$ cat config.mk
export PLATFORM = sky130hd
export DESIGN_NAME = fsm_state_monitor_flat
export DESIGN_NICKNAME = d
export VERILOG_FILES = /design/src/rtl/fsm_mon_pkg.sv /design/src/rtl/fsm_state_monitor_if.sv /design/src/rtl/fsm_state_monitor_sat_counter.sv /design/src/rtl/fsm_state_monitor.sv /design/src/flat_wrapper.sv
export SDC_FILE = /design/constraint.sdc
export NUM_CORES = 1
export LEC_CHECK = 0
export CORE_MARGIN = 10
export CORE_UTILIZATION = 50
export DETAILED_ROUTE_END_ITERATION = 10
export GPL_TIMING_DRIVEN = 0
export HOLD_SLACK_MARGIN = 0.15
export PLACE_DENSITY_LB_ADDON = 0.05
export SETUP_SLACK_MARGIN = 0.4
export SYNTH_ARGS = -nofsm -noshare
export SYNTH_HDL_FRONTEND = slang
export SYNTH_SLANG_ARGS = --single-unit
export TNS_END_PERCENT = 5
$ cat constraint.sdc
create_clock -name clk -period 2.1 [get_ports clk]
set_input_delay 0.525 -clock clk [delete_from_list [all_inputs] [get_ports clk]]
set_output_delay 0.525 -clock clk [all_outputs]
set_load 0.02 [all_outputs]
$ cat src/rtl/fsm_mon_pkg.sv
// ---------------------------------------------------------------------------
// fsm_mon_pkg
// Shared types for the FSM state monitor: the monitor's own state encoding
// and the width of its debug state output.
// ---------------------------------------------------------------------------
package fsm_mon_pkg;

  localparam int MON_W = 2;

  typedef enum logic [MON_W-1:0] {
    IDLE  = 2'b00,
    TRACK = 2'b01,
    ERROR = 2'b10
  } mon_state_e;

endpackage : fsm_mon_pkg

$ cat src/rtl/fsm_state_monitor_if.sv
// ---------------------------------------------------------------------------
// fsm_state_monitor_if
// Groups the observation inputs and the recorded-result outputs of the
// FSM state monitor.
//   master : drives state_valid/state_in/clear, reads the results
//   slave  : the monitor itself
// Signals:
//   state_valid    sample qualifier
//   state_in       observed state encoding
//   clear          synchronous clear of all recorded information
//   visited        sticky per-encoding visit bits
//   trans_count    saturating transition count
//   illegal_pulse  one-cycle pulse on first illegal sample
//   illegal_sticky held illegal flag
//   stuck          same state held for >= STUCK_LIMIT repeats
//   all_visited    every legal encoding seen
//   mon_state      monitor FSM state (debug)
// ---------------------------------------------------------------------------
interface fsm_state_monitor_if #(
  parameter int STATE_W = 2,
  parameter int CNT_W   = 8
);
  import fsm_mon_pkg::*;

  logic                  state_valid;
  logic [STATE_W-1:0]    state_in;
  logic                  clear;
  logic [2**STATE_W-1:0] visited;
  logic [CNT_W-1:0]      trans_count;
  logic                  illegal_pulse;
  logic                  illegal_sticky;
  logic                  stuck;
  logic                  all_visited;
  logic [MON_W-1:0]      mon_state;

  modport master (
    output state_valid, state_in, clear,
    input  visited, trans_count, illegal_pulse, illegal_sticky,
           stuck, all_visited, mon_state
  );

  modport slave (
    input  state_valid, state_in, clear,
    output visited, trans_count, illegal_pulse, illegal_sticky,
           stuck, all_visited, mon_state
  );

endinterface : fsm_state_monitor_if

$ cat src/rtl/fsm_state_monitor_sat_counter.sv
// ---------------------------------------------------------------------------
// sat_counter
// Up-counter that stops at MAX. clr has priority over inc.
// Ports:
//   clk, rst  clock, async active-high reset
//   clr       synchronous clear to zero
//   inc       increment request
//   count     current value
// ---------------------------------------------------------------------------
module sat_counter #(
  parameter int               WIDTH = 8,
  parameter logic [WIDTH-1:0] MAX   = '1
) (
  input  logic             clk,
  input  logic             rst,
  input  logic             clr,
  input  logic             inc,
  output logic [WIDTH-1:0] count
);

  logic [WIDTH-1:0] r_count;

  always_ff @(posedge clk or posedge rst) begin
    if (rst) begin
      r_count <= '0;
    end else if (clr) begin
      r_count <= '0;
    end else if (inc && (r_count != MAX)) begin
      r_count <= r_count + 1'b1;
    end
  end

  assign count = r_count;

endmodule : sat_counter

$ cat src/rtl/fsm_state_monitor.sv
// ---------------------------------------------------------------------------
// fsm_state_monitor
// Run-time observer for a small encoded FSM. Records visited encodings,
// counts state changes, flags illegal encodings and detects a machine
// that stays in one state too long.
// Ports:
//   clk  clock (rising edge)
//   rst  asynchronous active-high reset
//   bus  fsm_state_monitor_if.slave (samples in, recorded results out)
// ---------------------------------------------------------------------------
module fsm_state_monitor
  import fsm_mon_pkg::*;
#(
  parameter int STATE_W     = 2,
  parameter int NUM_STATES  = 3,
  parameter int STUCK_LIMIT = 16,
  parameter int CNT_W       = 8
) (
  input logic                clk,
  input logic                rst,
  fsm_state_monitor_if.slave bus
);

  localparam int SC_W = $clog2(STUCK_LIMIT + 1);

  mon_state_e            r_mon_state;
  mon_state_e            w_mon_next;
  logic [STATE_W-1:0]    r_prev_state;
  logic [2**STATE_W-1:0] r_visited;
  logic                  r_illegal_pulse;
  logic                  r_illegal_sticky;
  logic                  r_stuck;

  logic                  w_illegal;
  logic                  w_upd_prev;
  logic                  w_upd_visited;
  logic                  w_set_illegal;
  logic                  w_trans_inc;
  logic                  w_stuck_inc;
  logic                  w_stuck_clr;
  logic [CNT_W-1:0]      w_trans_cnt;
  logic [SC_W-1:0]       w_stuck_cnt;

  assign w_illegal = (32'(bus.state_in) >= 32'(NUM_STATES));

  // Next-state and per-cycle update enables. clear overrides everything,
  // so a sample arriving together with clear is discarded.
  always_comb begin
    w_mon_next    = r_mon_state;
    w_upd_prev    = 1'b0;
    w_upd_visited = 1'b0;
    w_set_illegal = 1'b0;
    w_trans_inc   = 1'b0;
    w_stuck_inc   = 1'b0;
    w_stuck_clr   = 1'b0;

    if (bus.clear) begin
      w_mon_next = IDLE;
    end else begin
      case (r_mon_state)
        IDLE: begin
          if (bus.state_valid) begin
            w_upd_prev    = 1'b1;
            w_upd_visited = 1'b1;
            if (w_illegal) begin
              w_mon_next    = ERROR;
              w_set_illegal = 1'b1;
            end else begin
              w_mon_next = TRACK;
            end
          end
        end
        TRACK: begin
          if (bus.state_valid) begin
            w_upd_visited = 1'b1;
            if (w_illegal) begin
              w_mon_next    = ERROR;
              w_set_illegal = 1'b1;
            end else if (bus.state_in != r_prev_state) begin
              w_upd_prev  = 1'b1;
              w_trans_inc = 1'b1;
              w_stuck_clr = 1'b1;
            end else begin
              w_stuck_inc = 1'b1;
            end
          end
        end
        ERROR: begin
          w_mon_next = ERROR;
        end
        // Unused encoding falls into ERROR rather than locking up.
        default: begin
          w_mon_next = ERROR;
        end
      endcase
    end
  end

  always_ff @(posedge clk or posedge rst) begin
    if (rst) begin
      r_mon_state <= IDLE;
    end else begin
      r_mon_state <= w_mon_next;
    end
  end

  always_ff @(posedge clk or posedge rst) begin
    if (rst) begin
      r_prev_state     <= '0;
      r_visited        <= '0;
      r_illegal_pulse  <= 1'b0;
      r_illegal_sticky <= 1'b0;
      r_stuck          <= 1'b0;
    end else if (bus.clear) begin
      r_prev_state     <= '0;
      r_visited        <= '0;
      r_illegal_pulse  <= 1'b0;
      r_illegal_sticky <= 1'b0;
      r_stuck          <= 1'b0;
    end else begin
      r_illegal_pulse <= w_set_illegal;
      if (w_set_illegal) r_illegal_sticky <= 1'b1;
      if (w_upd_prev) r_prev_state <= bus.state_in;
      if (w_upd_visited) r_visited[bus.state_in] <= 1'b1;
      // stuck follows the value the counter takes at this edge
      if (w_stuck_clr) begin
        r_stuck <= 1'b0;
      end else if (w_stuck_inc) begin
        r_stuck <= (w_stuck_cnt >= SC_W'(STUCK_LIMIT - 1));
      end
    end
  end

  sat_counter #(
    .WIDTH (CNT_W),
    .MAX   ({CNT_W{1'b1}})
  ) u_trans_cnt (
    .clk   (clk),
    .rst   (rst),
    .clr   (bus.clear),
    .inc   (w_trans_inc),
    .count (w_trans_cnt)
  );

  sat_counter #(
    .WIDTH (SC_W),
    .MAX   (SC_W'(STUCK_LIMIT))
  ) u_stuck_cnt (
    .clk   (clk),
    .rst   (rst),
    .clr   (bus.clear | w_stuck_clr),
    .inc   (w_stuck_inc),
    .count (w_stuck_cnt)
  );

  assign bus.visited        = r_visited;
  assign bus.trans_count    = w_trans_cnt;
  assign bus.illegal_pulse  = r_illegal_pulse;
  assign bus.illegal_sticky = r_illegal_sticky;
  assign bus.stuck          = r_stuck;
  assign bus.all_visited    = &r_visited[NUM_STATES-1:0];
  assign bus.mon_state      = r_mon_state;

endmodule : fsm_state_monitor

$ cat src/flat_wrapper.sv
// flat-port wrapper written by rule: the top's interface ports become plain ports
module fsm_state_monitor_flat import fsm_mon_pkg::*;
#(
  parameter int STATE_W     = 2,
  parameter int NUM_STATES  = 3,
  parameter int STUCK_LIMIT = 16,
  parameter int CNT_W       = 8
)
  (clk, rst, bus_state_valid, bus_state_in, bus_clear, bus_visited, bus_trans_count, bus_illegal_pulse, bus_illegal_sticky, bus_stuck, bus_all_visited, bus_mon_state);
  fsm_state_monitor_if #(.STATE_W(STATE_W), .CNT_W(CNT_W)) bus_i ();
  input logic clk;
  input logic rst;
  input wire logic [$bits(bus_i.state_valid)-1:0] bus_state_valid;
  input wire logic [$bits(bus_i.state_in)-1:0] bus_state_in;
  input wire logic [$bits(bus_i.clear)-1:0] bus_clear;
  output wire logic [$bits(bus_i.visited)-1:0] bus_visited;
  output wire logic [$bits(bus_i.trans_count)-1:0] bus_trans_count;
  output wire logic [$bits(bus_i.illegal_pulse)-1:0] bus_illegal_pulse;
  output wire logic [$bits(bus_i.illegal_sticky)-1:0] bus_illegal_sticky;
  output wire logic [$bits(bus_i.stuck)-1:0] bus_stuck;
  output wire logic [$bits(bus_i.all_visited)-1:0] bus_all_visited;
  output wire logic [$bits(bus_i.mon_state)-1:0] bus_mon_state;
  assign bus_i.state_valid = bus_state_valid;
  assign bus_i.state_in = bus_state_in;
  assign bus_i.clear = bus_clear;
  assign bus_visited = bus_i.visited;
  assign bus_trans_count = bus_i.trans_count;
  assign bus_illegal_pulse = bus_i.illegal_pulse;
  assign bus_illegal_sticky = bus_i.illegal_sticky;
  assign bus_stuck = bus_i.stuck;
  assign bus_all_visited = bus_i.all_visited;
  assign bus_mon_state = bus_i.mon_state;
  fsm_state_monitor #(.STATE_W(STATE_W), .NUM_STATES(NUM_STATES), .STUCK_LIMIT(STUCK_LIMIT), .CNT_W(CNT_W)) u_core (.clk(clk), .rst(rst), .bus(bus_i));
endmodule
==> impl_metrics.json <==
{
  "status": "complete, no violations",
  "die_x_um": 71.84,
  "power_density_mw_per_mm2": 526.1,
  "required_ns": 2.32,
  "synth.area.top_cells": "dfrtp_1, a21oi_1, nor2_1, ha_1, nand3_1",
  "grt_usage": 0.1220,
  "gr-total-overflow": 0,
  "fill_cells": 209,
  "die_area_mm2": 0.005161,
  "cp.arrival_ns": 2.18,
  "post-cts-setup-buffers": 0,
  "rsz0062_at_grt": "true",
  "postCtsHoldBufs": 0,
  "ys_ff_latch": 24,
  "clock_skew_ns": 0.002338,
  "start_kind": "primary input",
  "min-delay-start": "bus_state_in[1]",
  "drt_first_pass_iters": 4,
  "slowest_stage": "clkdlybuf4s50_1",
  "cts_tree": "yes",
  "worst_slew_pin_slew_ns": 0.9198,
  "leakage_nw": 0.7284,
  "drcViolationCount": 0,
  "r2r-start": "u_core.u_trans_cnt.count[0]$_DFFE_PP0P_",
  "core_mm2": 0.002522,
  "hold_viol": 0,
  "grt_pass1_vias": 1130,
  "async_flop_share": 1.000,
  "clk_pin_slew_ns": 0.14,
  "antenna_left": 0,
  "wl_per_cell_um": 15.74,
  "r2r_cells": 5,
  "syn_area_per_cell_um2": 9.332,
  "syn_nets": 154,
  "viasPerCell": 5.754,
  "ctsResizeCount": 3,
  "slowest_delay_ns": 0.54,
  "crit_type": "primary input to flop",
  "setup_viol": 0,
  "cap_viol_max_count": 0,
  "cts_buffers": 3,
  "port_buffers": 21,
  "clockBufferDepth": 2,
  "synth_edf_count": 0,
  "hold_ws_ns": 0.4829,
  "cts_root_buf": "clkbuf_4",
  "layout_min_cycle_time_ns": 1.961,
  "antennaDiodeCount": 0,
  "initial_core_util": 0.5327,
  "clock-sinks": 24,
  "grt_max_degree": 25,
  "synth_cell_type_count": 42,
  "synth_area_mm2": 0.001344,
  "slew_headroom": 0.3862,
  "routed_wl_mm": 3.132,
  "yosysTopAreaCell": "dfrtp_1",
  "final_nets": 180,
  "die_y_um": 71.84,
  "drtIter0Drc": 67,
  "cp-end-kind": "flop",
  "h-tree-depth": 1,
  "crit_chain": "clkdlybuf4s50_1, and3b_2, o211ai_2, buf_6, nor4_4, mux2_1",
  "grt_pass1_wl_mm": 5.230,
  "yosys-top-cells-count": "dfrtp_1, a21oi_1, nor2_1, inv_1, nand3_1",
  "maxSlewViolCount": 0,
  "hold_depth": 3,
  "vdd_ir_drop_max_uv": 508.6,
  "synth.most_common_cell": "dfrtp_1",
  "cp_max_fo": 10,
  "dr_total_vias": 1145,
  "rows": 18,
  "min_path_type": "primary input to flop",
  "ys_seq_area_frac": 0.4469,
  "antenna_found_initial": 0,
  "drive_gt1_frac": 0.1124,
  "r2r-end": "u_core.u_trans_cnt.count[7]$_DFFE_PP0P_",
  "syn2layout_area_growth_pct": 24.12,
  "clock_latency_ns": 0.32,
  "reg2reg_slack_ns": 0.31,
  "ys.flop_type": "dfrtp_1",
  "max_freq_mhz": 510.0,
  "hold_end": "u_core.bus.visited[2]$_DFFE_PP0P_",
  "report.power.total_mw": 0.8774,
  "ys_warn_count": 0,
  "io-pin-count": 24,
  "synth_top_area_frac": 0.4469,
  "dp_hpwl_mm": 2.335,
  "synth_cells": 144,
  "fin_crit_sh": 0.9337,
  "gp_congestion": 0.7797
}
## per-layer routing
metal	global-route usage	part of all wire	vias to the layer above	wire, um
li1	-	-	562	-
met1	0.1380	0.42	560	1327
met2	0.2216	0.53	21	1652
met3	0.02893	0.045	2	140
met4	0.03226	0.0038	0	12
met5	0	0	-	0
## how the worst max path moves through the flow
stage          slack [ns]  depth (start not counted)                                 endpoint                                     from
3_3_place_gp        -0.17                          6  u_core.u_trans_cnt.count[7]$_DFFE_PP0P_                          bus_state_valid
2_1_floorplan        0.41                          5  u_core.u_trans_cnt.count[7]$_DFFE_PP0P_  u_core.u_trans_cnt.count[0]$_DFFE_PP0P_
4_1_cts              0.14                          1                       bus_trans_count[6]  u_core.u_trans_cnt.count[6]$_DFFE_PP0P_
6_report             0.14                          6  u_core.u_trans_cnt.count[7]$_DFFE_PP0P_                          bus_state_valid
3_5_place_dp        -0.24                          6  u_core.u_trans_cnt.count[7]$_DFFE_PP0P_                          bus_state_valid
5_1_grt              0.09                          6  u_core.u_trans_cnt.count[6]$_DFFE_PP0P_                          bus_state_valid
## critical path: cells and delay by family
| kind | cells | cell delay [ns] |
|---|---|---|
| buf+inv | 2 | 0.72 |
| simple gates | 2 | 0.42 |
| mux | 1 | 0.35 |
| compound gates | 1 | 0.16 |
## kinds of logic after synthesis
family | count (synthesis) | synth area share
adders and majority gates | 4 | 0.03725
DFF | 24 | 0.4469
buffers and inverters | 16 | 0.05494
muxes | 3 | 0.02421
and+or+nand+nor | 58 | 0.2477
xor gates and xnor gates | 4 | 0.02608
AOI/OAI and AO/OA | 35 | 0.1629
## placed cells by master, fill, tap and decap left out, types with 2 or more instances in the layout
master,instances
a21o_1,2
a21oi_1,15
and3_1,2
buf_6,3
clkbuf_4,3
clkdlybuf4s50_1,18
dfrtp_1,22
dfrtp_2,2
dlygate4sd2_1,2
ha_1,4
inv_1,10
nand2_1,6
nand2b_1,5
nand3_1,7
nand4_1,3
nor2_1,14
nor2b_1,4
nor3b_1,2
o21a_1,2
o21ai_0,6
o31ai_1,3
or3_1,4
or4_1,2
xnor2_1,2
xor2_2,2
## cell type report
type	instances	area, um2	area share
Buffer	6	47.55	0.02851
Clock buffer	4	36.28	0.02176
Tap cell	30	37.54	0.02251
Sequential cell	24	603.1	0.3616
Multi-Input combinational cell	104	695.7	0.4171
Timing Repair Buffer	21	210.2	0.1260
Inverter	10	37.54	0.02251
## power by group
part	leakage, nW	internal, mW	total [mW]	switching (mW)
Clock	0.0210	0.106	0.259	0.153
Sequential	0.326	0.475	0.491	0.0154
Combinational	0.381	0.0536	0.128	0.0744
Total	0.728	0.635	0.877	0.242
## flip-flops by register name, summed over array words and instances (netlist names)
name	flops
u_core.bus.stuck	1
u_core.bus.mon_state	2
u_core.bus.illegal_pulse	1
u_core.u_stuck_cnt.count	5
u_core.r_prev_state	2
u_core.bus.illegal_sticky	1
u_core.bus.visited	4
u_core.u_trans_cnt.count	8
## stage by stage
step	setup WS (ns)	setup TNS, ns	instance area, um2	std cells	utilization
CTS	0.1439	0	1659	199	0.6577
floorplan	0.4125	0	1376	144	-
global placement	-0.1711	-1.603	1624	195	0.6438
global route	0.08641	0	1668	199	0.6612
detailed placement	-0.2408	-2.144	1624	195	0.6438
finish	0.1392	0	1668	199	0.6612
(Power assumes the default switching activity.)
